==> config.mk <==
export PLATFORM = sky130hd
export DESIGN_NAME = inst_fetch_buf
export DESIGN_NICKNAME = d
export VERILOG_FILES = /design/src/rtl/bjx1_pkg.sv /design/src/rtl/hw_queue.sv /design/src/rtl/inst_fetch_buf.sv
export SDC_FILE = /design/constraint.sdc
export NUM_CORES = 1
export LEC_CHECK = 0
export CAP_MARGIN = 20
export CORE_AREA = 2 2 183 185
export CTS_BUF_LIST = sky130_fd_sc_hd__clkbuf_8
export DETAILED_ROUTE_END_ITERATION = 10
export DIE_AREA = 0 0 185 187
export PLACE_DENSITY_LB_ADDON = 0.25
export SLEW_MARGIN = 15
export SYNTH_ARGS = -nofsm -noshare
export SYNTH_HDL_FRONTEND = slang
export SYNTH_SLANG_ARGS = --single-unit
export TNS_END_PERCENT = 30
==> constraint.sdc <==
create_clock -name clk -period 3.5 [get_ports clk]
set_clock_uncertainty 0.1 [all_clocks]
set_input_delay 0.7 -clock clk [delete_from_list [all_inputs] [get_ports clk]]
set_output_delay 0.7 -clock clk [all_outputs]
set_load 0.01 [all_outputs]
==> src/rtl/bjx1_pkg.sv <==
// Shared definitions for the BJX1 fetch path: fetch FSM encoding, decoder step sizes, reset PC.
// Latency: n/a (types, constants and a pure function only).
// Backpressure: n/a.
package bjx1_pkg;

  // Fetch FSM: idle between requests, or one request outstanding on the memory port
  typedef enum logic {
    FETCH_IDLE = 1'b0,
    FETCH_REQ  = 1'b1
  } fetch_state_t;

  // Halfwords the decoder may consume per accepted step
  localparam logic [1:0] STEP_ONE = 2'd1;
  localparam logic [1:0] STEP_TWO = 2'd2;

  localparam logic [31:0] RESET_PC_DEFAULT    = 32'hA000_0000;
  localparam int          QDEPTH_LOG2_DEFAULT = 3;

  // Only 1- and 2-halfword steps move the head; other encodings are treated as no-ops
  function automatic logic step_len_ok(input logic [1:0] len);
    return (len == STEP_ONE) || (len == STEP_TWO);
  endfunction

endpackage

==> src/rtl/hw_queue.sv <==
// Halfword FIFO feeding the decode window: 0/1/2-entry push, 0/1/2-entry pop, flush, 3-entry peek.
// Latency: a push at edge N is visible on peek/count from cycle N+1; peek is purely registered.
// Backpressure: none internally; the caller must only push with room and only pop what is queued.
module hw_queue #(
  parameter int DEPTH_LOG2 = 3
) (
  input  logic                  clk,
  input  logic                  reset,
  input  logic                  flush,
  input  logic [1:0]            push_n,
  input  logic [31:0]           push_dat,
  input  logic [1:0]            pop_n,
  output logic [DEPTH_LOG2:0]   count,
  output logic [47:0]           peek
);

  localparam int DEPTH = 1 << DEPTH_LOG2;
  localparam logic [DEPTH_LOG2-1:0] IDX_ONE = DEPTH_LOG2'(1);
  localparam logic [DEPTH_LOG2-1:0] IDX_TWO = DEPTH_LOG2'(2);

  logic [15:0]           mem [DEPTH];
  logic [DEPTH_LOG2-1:0] head;
  logic [DEPTH_LOG2-1:0] tail;
  logic [DEPTH_LOG2:0]   cnt;

  // Storage is not reset: nothing downstream looks at an entry before it has been written
  always_ff @(posedge clk) begin
    if (push_n != 2'd0) begin
      mem[tail] <= push_dat[15:0];
    end
    if (push_n == 2'd2) begin
      mem[tail + IDX_ONE] <= push_dat[31:16];
    end
  end

  // Pointer and occupancy update; flush beats push and pop in the same cycle
  always_ff @(posedge clk) begin
    if (reset || flush) begin
      head <= '0;
      tail <= '0;
      cnt  <= '0;
    end else begin
      tail <= tail + DEPTH_LOG2'(push_n);
      head <= head + DEPTH_LOG2'(pop_n);
      cnt  <= cnt + (DEPTH_LOG2+1)'(push_n) - (DEPTH_LOG2+1)'(pop_n);
    end
  end

  assign count = cnt;
  assign peek  = {mem[head + IDX_TWO], mem[head + IDX_ONE], mem[head]};

endmodule

==> src/rtl/inst_fetch_buf.sv <==
// BJX1 instruction prefetch queue: 32-bit fetches split into halfwords, 48-bit decode window.
// Latency: memOK in cycle N -> halfwords queued at edge N -> visible in the window from N+1.
// Backpressure: a fetch is issued only with room for two halfwords; the decoder stalls via istrValid.
module inst_fetch_buf
  import bjx1_pkg::*;
#(
  parameter logic [31:0] RESET_PC    = RESET_PC_DEFAULT,
  parameter int          QDEPTH_LOG2 = QDEPTH_LOG2_DEFAULT
) (
  input  logic        clk,
  input  logic        reset,
  output logic [31:0] memAddr,
  output logic        memOE,
  input  logic [31:0] memData,
  input  logic        memOK,
  output logic [47:0] istrWord,
  output logic [31:0] istrPc,
  output logic        istrValid,
  input  logic        stepValid,
  input  logic [1:0]  stepLen,
  input  logic        brValid,
  input  logic [31:0] brPc
);

  localparam int DEPTH = 1 << QDEPTH_LOG2;
  localparam int CW    = QDEPTH_LOG2 + 1;
  // Highest occupancy at which a new 2-halfword fetch is still guaranteed to fit on ack
  localparam logic [CW-1:0] ISSUE_MAX = CW'(DEPTH - 2);
  localparam logic [CW-1:0] WIN_HW    = CW'(3);

  fetch_state_t state;
  logic         drop;       // outstanding response belongs to a pre-redirect address
  logic         skip;       // next write keeps only the upper halfword (odd-halfword target)
  logic [31:0]  pend_addr;  // redirect fetch address waiting for the stale ack
  logic [31:0]  pc;

  logic [CW-1:0] count;
  logic [47:0]   peek;
  logic          step_ok;
  logic          wr_en;
  logic [1:0]    push_n;
  logic [1:0]    pop_n;
  logic [31:0]   push_dat;
  logic          has_room;

  assign has_room  = (count <= ISSUE_MAX);
  assign istrValid = (count >= WIN_HW);
  assign istrWord  = istrValid ? peek : '0;
  assign istrPc    = pc;

  // A redirect cancels both the decoder step and any write landing in the same cycle
  assign step_ok  = stepValid && istrValid && !brValid && step_len_ok(stepLen);
  assign wr_en    = (state == FETCH_REQ) && memOK && !drop && !brValid;
  assign pop_n    = step_ok ? stepLen : 2'd0;
  assign push_n   = !wr_en ? 2'd0 : (skip ? 2'd1 : 2'd2);
  assign push_dat = skip ? {16'h0000, memData[31:16]} : memData;

  hw_queue #(
    .DEPTH_LOG2 (QDEPTH_LOG2)
  ) u_queue (
    .clk      (clk),
    .reset    (reset),
    .flush    (brValid),
    .push_n   (push_n),
    .push_dat (push_dat),
    .pop_n    (pop_n),
    .count    (count),
    .peek     (peek)
  );

  // Fetch FSM: one outstanding request, address held until ack, stale data dropped after redirect
  always_ff @(posedge clk) begin
    if (reset) begin
      state     <= FETCH_IDLE;
      memOE     <= 1'b0;
      memAddr   <= RESET_PC & ~32'd3;
      pend_addr <= RESET_PC & ~32'd3;
      drop      <= 1'b0;
      skip      <= 1'b0;
    end else begin
      case (state)
        FETCH_IDLE: begin
          if (brValid) begin
            memAddr <= brPc & ~32'd3;
            skip    <= brPc[1];
          end else if (has_room) begin
            state <= FETCH_REQ;
            memOE <= 1'b1;
          end
        end
        FETCH_REQ: begin
          if (memOK) begin
            state <= FETCH_IDLE;
            memOE <= 1'b0;
            drop  <= 1'b0;
            if (brValid) begin
              memAddr <= brPc & ~32'd3;
              skip    <= brPc[1];
            end else if (drop) begin
              // Stale ack consumed; skip still reflects the pending redirect target
              memAddr <= pend_addr;
            end else begin
              memAddr <= memAddr + 32'd4;
              skip    <= 1'b0;
            end
          end else if (brValid) begin
            // Address must stay stable until the ack, so park the new target
            drop      <= 1'b1;
            pend_addr <= brPc & ~32'd3;
            skip      <= brPc[1];
          end
        end
        default: begin
          state <= FETCH_IDLE;
          memOE <= 1'b0;
        end
      endcase
    end
  end

  // Head PC follows accepted steps; a redirect reloads it with the halfword-aligned target
  always_ff @(posedge clk) begin
    if (reset) begin
      pc <= RESET_PC;
    end else if (brValid) begin
      pc <= brPc & ~32'd1;
    end else if (step_ok) begin
      pc <= pc + {29'd0, stepLen, 1'b0};
    end
  end

endmodule

==> flow_metrics.env <==
export IMPL_firstDrtPassIters=7
export IMPL_rr_worst_depth=14
export IMPL_finalNetCount=1588
export IMPL_synthSimpleGateAreaFrac_pct=12.2
export IMPL_ctsHoldBuffers=0
export IMPL_combPwrFrac_pct=16.0
export IMPL_floorplan_rows=67
export IMPL_cp_data_required_time_ns=2.70
export IMPL_hold_violations=0
export IMPL_finalCritPeriodShare_pct=98.6
export IMPL_synth_adder_area_share_pct=1.81
export IMPL_p_seq_share_pct=46.6
export IMPL_switchingPower_w=0.00178
export IMPL_synth_xor_area_share_pct=2.83
export IMPL_grt_pass1_vias=11506
export IMPL_cellPowerDensity_nw_per_um2=368
export IMPL_synth_top_cell_area_share_pct=26.5
export IMPL_wirelength_um=44200
export IMPL_peakVddDrop_mv=0.226
export IMPL_drt_iter0_drc=998
export IMPL_clock_latency_ns=0.55
export IMPL_setup_tns_ns=0
export IMPL_rsz0062_at_grt="true"
export IMPL_synth_seq_cells=233
export IMPL_dp_hpwl_um=29100
export IMPL_syn_inst=1311
export IMPL_clkSinkCount=233
export IMPL_synth_mux_area_share_pct=27.7
export IMPL_grt_max_degree=63
export IMPL_io_pins=185
export IMPL_drv_cap=0
export IMPL_min_delay_start="pend_addr[23]"
export IMPL_max_freq_ghz=0.290
export IMPL_synth_ff_type="edfxtp_1"
export IMPL_grt_overflow_total=0
export IMPL_cp_max_fo=8
export IMPL_clkTransAtPathRegs_ns=0.06
export IMPL_slew_headroom_pct=40.1
export IMPL_holdWs_ns=0.352
export IMPL_via_per_inst=6.03
export IMPL_vias=11950
export IMPL_wl_per_cell_um=22.3
export IMPL_yosysSeqAreaShare_pct=40.9
export IMPL_area_delta_synth_final_pct=23.4
export IMPL_finalPower_w=0.00660
export IMPL_drive_gt1_share_pct=24.8
export IMPL_avgSynthCellArea_um2=11.1
export IMPL_sw_frac_of_total_pct=27.0
export IMPL_dp_cells=1902
export IMPL_clockBufferDepth=3
export IMPL_clkPwrFrac_pct=37.4
export IMPL_synthArstFlopShare_pct=0
export IMPL_p_leak_nw=5.93
export IMPL_cts_setup_buffers=0
export IMPL_ant_nets=0
export IMPL_synth_area_um2=14500
export IMPL_yosysWarnings=0
export IMPL_final_cells=1981
export IMPL_worstMarginPinSlew_ns=0.891
export IMPL_cp_arrival_ns=2.65
export IMPL_synth_edf_count=128
export IMPL_maxSlewViolCount=0
export IMPL_rr_startpoint="u_queue.count[2]"
export IMPL_drc=0
export IMPL_synth_top_family_by_area="multiplexers"
export IMPL_antenna_found_initial=3
export IMPL_start_util_pct=44.2
export IMPL_critPathKind="flip-flop to primary output"
export IMPL_setup_viol=0
export IMPL_cts_inserted_buffers=41
export IMPL_min_period_ns=3.45
export IMPL_fin_util_pct=54.5
export IMPL_critPathLaunch="u_queue.head[0]"
export IMPL_status="finished clean"
export IMPL_grt_pass1_wl_um=66900
export IMPL_place_gp_congestion=0.885
export IMPL_synth_compound_area_share_pct=10.7
export IMPL_hp_class="flip-flop to flip-flop"
export IMPL_root_buffer="clkbuf_8"
export IMPL_intPower_w=0.00481
export IMPL_grt_use_total_pct=25.1
export IMPL_die_area_um2=34600
export IMPL_holdPathStages=2
export IMPL_synthTopCellsByArea="edfxtp_1, mux4_2, dfxtp_1, mux2_2, nand2_1"
export IMPL_cts_tree="built"
export IMPL_worstSetupStartpointType="flip-flop"
export IMPL_io_buffers=180
export IMPL_cp_end_kind="primary output"
export IMPL_yosysTopAreaCell="edfxtp_1"
export IMPL_fp_dieH_um=187
export IMPL_ys_types=69
export IMPL_fp_dieW_um=185
export IMPL_coreArea_um2=32900
export IMPL_htree_levels=2
==> logic make-up after synthesis <==
| group | Yosys count |
|---|---|
| buffers and inverters | 131 |
| muxes | 265 |
| other | 1 |
| adders and majority gates | 18 |
| and+or+nand+nor | 370 |
| DFF | 233 |
| AOI/OAI and AO/OA | 246 |
| xor gates and xnor gates | 47 |
==> final timing paths <==
check / end / slack [ns]
worst max-delay path: istrWord[22] / 0.05
worst min-delay path: pend_addr[23] / 0.35
worst max register to register: u_queue.count[3] / 0.63
worst min register to register: pend_addr[23] / 0.35
==> cell usage in the layout (no fill, tap or decap), types with 5 or more instances in the layout <==
cell               n
a211oi_1          26
a21o_1             6
a21oi_1           88
a221oi_1           9
and3_1            20
and4_1             5
buf_4             56
clkbuf_8          48
clkdlybuf4s50_1  174
clkinv_1          10
dfxtp_1          102
edfxtp_1         128
fa_1               5
ha_1              12
inv_1             42
mux2_2           131
mux2i_1           37
mux4_2            96
nand2_1          140
nand2b_1           6
nand3_1           25
nand4_1           15
nor2_1            85
nor3_1            30
nor4_1            11
o211ai_1           5
o21a_1             5
o21ai_0           51
o221ai_1           5
o22ai_1           12
o22ai_2            6
xnor2_1           27
xor2_1            19
==> routing by layer <==
metal / wire length (µm) / part of all wire, % / track usage [%]
met5: 13 / 0.029 / 0
met4: 1200 / 2.7 / 8.33
met3: 3150 / 7.1 / 3.84
met2: 22000 / 50 / 42.5
met1: 17800 / 40 / 32.8
==> synth_stat cells, drive strengths merged (32+ instances only) <==
master / instances
edfxtp: 128
dfxtp: 105
mux4: 96
clkbuf: 65
mux2: 131
nor3: 32
a21oi: 91
mux2i: 38
o21ai: 51
nand2: 141
nor2: 86
buf: 36
==> power by group through the flow <==
stage / sequential, W / clock, W / combinational, W
2_1_floorplan: 0.00313 / 0 / 0.000534
3_3_place_gp: 0.00313 / 0 / 0.00103
3_5_place_dp: 0.00313 / 0 / 0.00105
4_1_cts: 0.00307 / 0.00250 / 0.00105
5_1_grt: 0.00309 / 0.00263 / 0.00113
6_report: 0.00308 / 0.00247 / 0.00105
==> sequential cells by signal, summed over array words and instances (netlist names) <==
| signal | count |
|---|---|
| drop | 1 |
| istrPc | 31 |
| memAddr | 30 |
| memOE | 1 |
| pend_addr | 30 |
| skip | 1 |
| state | 1 |
| u_queue.count | 4 |
| u_queue.head | 3 |
| u_queue.mem | 128 |
| u_queue.tail | 3 |
==> cell type report <==
cell class,instances,area [µm²]
inverters,30,113
repair buffers,244,2380
clock inverters,27,136
fillers,2915,14900
multi-input cells,949,8110
diodes,2,5.00
flip-flops and latches,233,5950
well taps,448,561
clock buffers,48,661
==> worst max-delay path, cell delays in order (launching register included) <==
cell and delay [ns]:
dfxtp_4 0.43, ha_2 0.32, buf_4 0.18, mux4_2 0.21, nand2_1 0.05, a21oi_1 0.31
clkdlybuf4s50_1 0.61
==> metrics by stage <==
| step | cell area, µm² | worst slack, ns |
|---|---|---|
| floorplan | 14500 | 0.251 |
| global placement | 17000 | 0.0733 |
| detailed placement | 17000 | -0.0120 |
| CTS | 17900 | 0.0106 |
| global route | 17900 | -0.0290 |
| finish | 17900 | 0.0504 |
==> repair_timing <==
| item | in CTS | in global routing |
|---|---|---|
| gates cloned | 1 | 1 |
| endpoints found under the hold margin | 0 | 0 |
| endpoints found under the setup margin | 48 | 25 |
| gates resized for setup | 10 | 7 |
Power figures use the tool's default switching activity.
==> edit: new RTL, same flow settings <==
Make the reset (`reset`) asynchronous in 2 clocked blocks.
--- a/src/rtl/inst_fetch_buf.sv
+++ b/src/rtl/inst_fetch_buf.sv
@@ -69,7 +69,7 @@
   );
 
   // Fetch FSM: one outstanding request, address held until ack, stale data dropped after redirect
-  always_ff @(posedge clk) begin
+  always_ff @(posedge clk or posedge reset) begin
     if (reset) begin
       state     <= FETCH_IDLE;
       memOE     <= 1'b0;
@@ -119,7 +119,7 @@
   end
 
   // Head PC follows accepted steps; a redirect reloads it with the halfword-aligned target
-  always_ff @(posedge clk) begin
+  always_ff @(posedge clk or posedge reset) begin
     if (reset) begin
       pc <= RESET_PC;
     end else if (brValid) begin
Function: differs if reset is asserted again (counterexample within 4 cycles, from zero or initial values and one cycle with reset high); with reset held inactive, the same outputs for 4 cycles.
==> edit against the unedited design <==
Routed wire length down 7.8%. Fmax up 2.4%. Final area up 0.10%. Area after synthesis down 0.56%. Sequential cell count unchanged. Via count down 9.0%. Die area unchanged. Synthesized cell count down 11%. Setup slack better by 0.080 ns. Core utilization up 0.057 points. Power up 22%. Combinational power up 93%. Largest cell class unchanged. Largest power group unchanged.
==> edit: results (changes against the unedited design) <==
| Metric | Value |
|---|---|
| Top FF cell, synth | `edfxtp_1 (unchanged)` |
| Initial DRC count | `855 (was 998)` |
| VDD IR max | `0.3337 mV (was 0.2261 mV)` |
| Clock Latency Late Sink | `0.56 ns` |
| Clock root cell | `clkbuf_8 (unchanged)` |
| Most flop-heavy register | `u_queue.mem (unchanged)` |
| PortBufs | `180 (unchanged)` |
| Min-delay worst type | `flip-flop to flip-flop (unchanged)` |
| Antenna violations before repair | `5 (was 3)` |
| Number of enable flip-flop cells after synthesis | `128 (unchanged)` |
| Synth Instances | `1165 (was 1311)` |
| Pleak | `6.203 nW (was 5.926 nW)` |
| HPWL Detailed | `26870 um (was 29090 um)` |
| RD Place Congestion | `0.8144 (was 0.8845)` |
| Post-DP Area | `0.01699 mm2 (was 0.01701 mm2)` |
| Vias in the first global route | `10960 (was 11510)` |
| First-pass GRT wire length | `63150 um (was 66920 um)` |
| Async SR Flop Fraction | `40.77% (was 0%)` |
| Max_slew headroom | `28.53% (was 40.05%)` |
| Vias per inst | `5.888 (was 6.032)` |
| Hold_ws | `0.3816 ns (was 0.3524 ns)` |
| Num CTS Buffers | `41 (unchanged)` |
| Gr usage total | `23.54% (was 25.06%)` |
| Worst R2R Setup Slack | `0.60 ns (was 0.63 ns)` |
| Synthesis warning total | `0 (unchanged)` |
| Number of iterations in the first detailed-routing pass | `6 (was 7)` |
| Status | `finished, final reports clean (unchanged)` |
| Sequential fraction of the synthesis area | `44.51% (was 40.93%)` |
| WHS Endpoint | `memOE (was pend_addr[23])` |
| Reg-to-reg endpoint | `istrPc[27] (was u_queue.count[3])` |
| Clock Path Buffers | `3 (unchanged)` |
| Wirelength per Cell | `22.04 um (was 22.29 um)` |
| Netlist cell types | `74 (was 69)` |
| Nets | `1457 (was 1588)` |
| Worst r2r path cells | `5 (was 14)` |
| Filler Cells Inserted | `2841 (was 2915)` |
| CTS clk-pin slew, worst paths | `0.06 ns (about the same)` |
| Hold path depth | `2 (unchanged)` |
| Max reg flops | `128 (unchanged)` |
| Critical Path Fanout Max | `17 (was 8)` |
| Number of placed cells counting well taps | `1766 (was 1902)` |
| Hold Startpoint | `memOE (was pend_addr[23])` |
| Top cells by count, synth | `158 x mux2_2, 128 x edfxtp_1, 101 x nand2_1 (was 140 x nand2_1, 131 x mux2_2, 128 x edfxtp_1)` |
| DP Worst Slack | `0.09416 ns (was -0.01199 ns)` |
| Share of layout cells above drive strength 1 | `29.61% (was 24.82%)` |
| Ranking of synthesized cells by area | `edfxtp_1 27%, dfrtp_1 15%, mux4_2 15% (was edfxtp_1 26%, mux4_2 15%, dfxtp_1 14%)` |
| Drt total wl | `40710 um (was 44160 um)` |
| Worst Path Arrival | `2.57 ns (was 2.65 ns)` |
| Worst r2r src | `istrPc[10] (was u_queue.count[2])` |
==> edit: changes by cell type in the layout (fill, tap and decap cells not counted), moves of 25 or more <==
cell and change:
dfrtp_1 +89, dfxtp_1 -95, nand2_1 -39, a21oi_1 -60
mux2_2 +27, a211oi_1 -25
==> edit: cell type report <==
| cell class | instances | area [um2] | area share, % |
|---|---|---|---|
| Clock buffer | 46 | 633.1 | 3.529 |
| Antenna cell | 1 | 2.502 | 0.01395 |
| Inverter | 31 | 118.9 | 0.6625 |
| Multi-Input combinational cell | 820 | 7630 | 42.53 |
| Timing Repair Buffer | 241 | 2410 | 13.43 |
| Sequential cell | 233 | 6435 | 35.87 |
| Clock inverter | 27 | 151.4 | 0.8438 |
| Tap cell | 448 | 560.5 | 3.124 |
==> edit: routing by layer <==
metal | part of all wire (%) | up-vias | track usage [%]
met1 | 41 | 5453 | 30.25
li1 | - | 4916 | -
met5 | 0.084 | - | 0
met2 | 50 | 429 | 40.36
met3 | 7.1 | 72 | 4.848
met4 | 2.3 | 6 | 6.380
==> edit: repair_timing <==
| action | in CTS | in global routing |
|---|---|---|
| setup buffers | 0 | 5 |
| resized for setup | 23 | 4 |
| hold buffers | 0 | 0 |
| setup endpoints to repair | 38 | 21 |
| gates cloned | 0 | 2 |
==> edit: worst max-delay path, stage by stage (launching register included) <==
cell             delay, ns
dfxtp_4               0.41
buf_16                0.16
buf_12                0.18
mux4_2                0.50
mux2i_1               0.17
nor2_1                0.10
clkdlybuf4s50_1       0.50
==> edit: how the worst max path moves through the flow <==
| stage | start | to | slack, ns | depth (start not counted) |
|---|---|---|---|---|
| 2_1_floorplan | reset | u_queue.count[2] | 0.05 | 3 |
| 3_3_place_gp | stepLen[0] | u_queue.count[3] | 0.1 | 13 |
| 3_5_place_dp | stepLen[0] | u_queue.count[3] | 0.09 | 12 |
| 4_1_cts | u_queue.head[0] | istrWord[29] | 0.01 | 6 |
| 5_1_grt | u_queue.head[0] | istrWord[39] | 0.01 | 6 |
| 6_report | u_queue.head[0] | istrWord[38] | 0.13 | 6 |
==> edit: cell families (layout without fill, tap and decap cells) <==
kind of cell / Yosys count / count (layout) / share of synthesized area, %
AND/OR/NAND/NOR: 304 / 304 / 10.27
flip-flops: 233 / 233 / 44.51
AO/OA/AOI/OAI: 154 / 154 / 7.069
multiplexers: 294 / 294 / 30.06
other: 1 / 4 / 0.02596
adder cells (fa/ha/maj): 18 / 18 / 1.819
XOR/XNOR: 47 / 47 / 2.902
buffers and inverters: 114 / 345 / 3.344
==> edit: power breakdown <==
group / internal [W] / switching [W] / total [W]
registers: 0.00326 / 0.000350 / 0.00361
logic: 0.00107 / 0.000957 / 0.00203
clock network: 0.00129 / 0.00115 / 0.00244
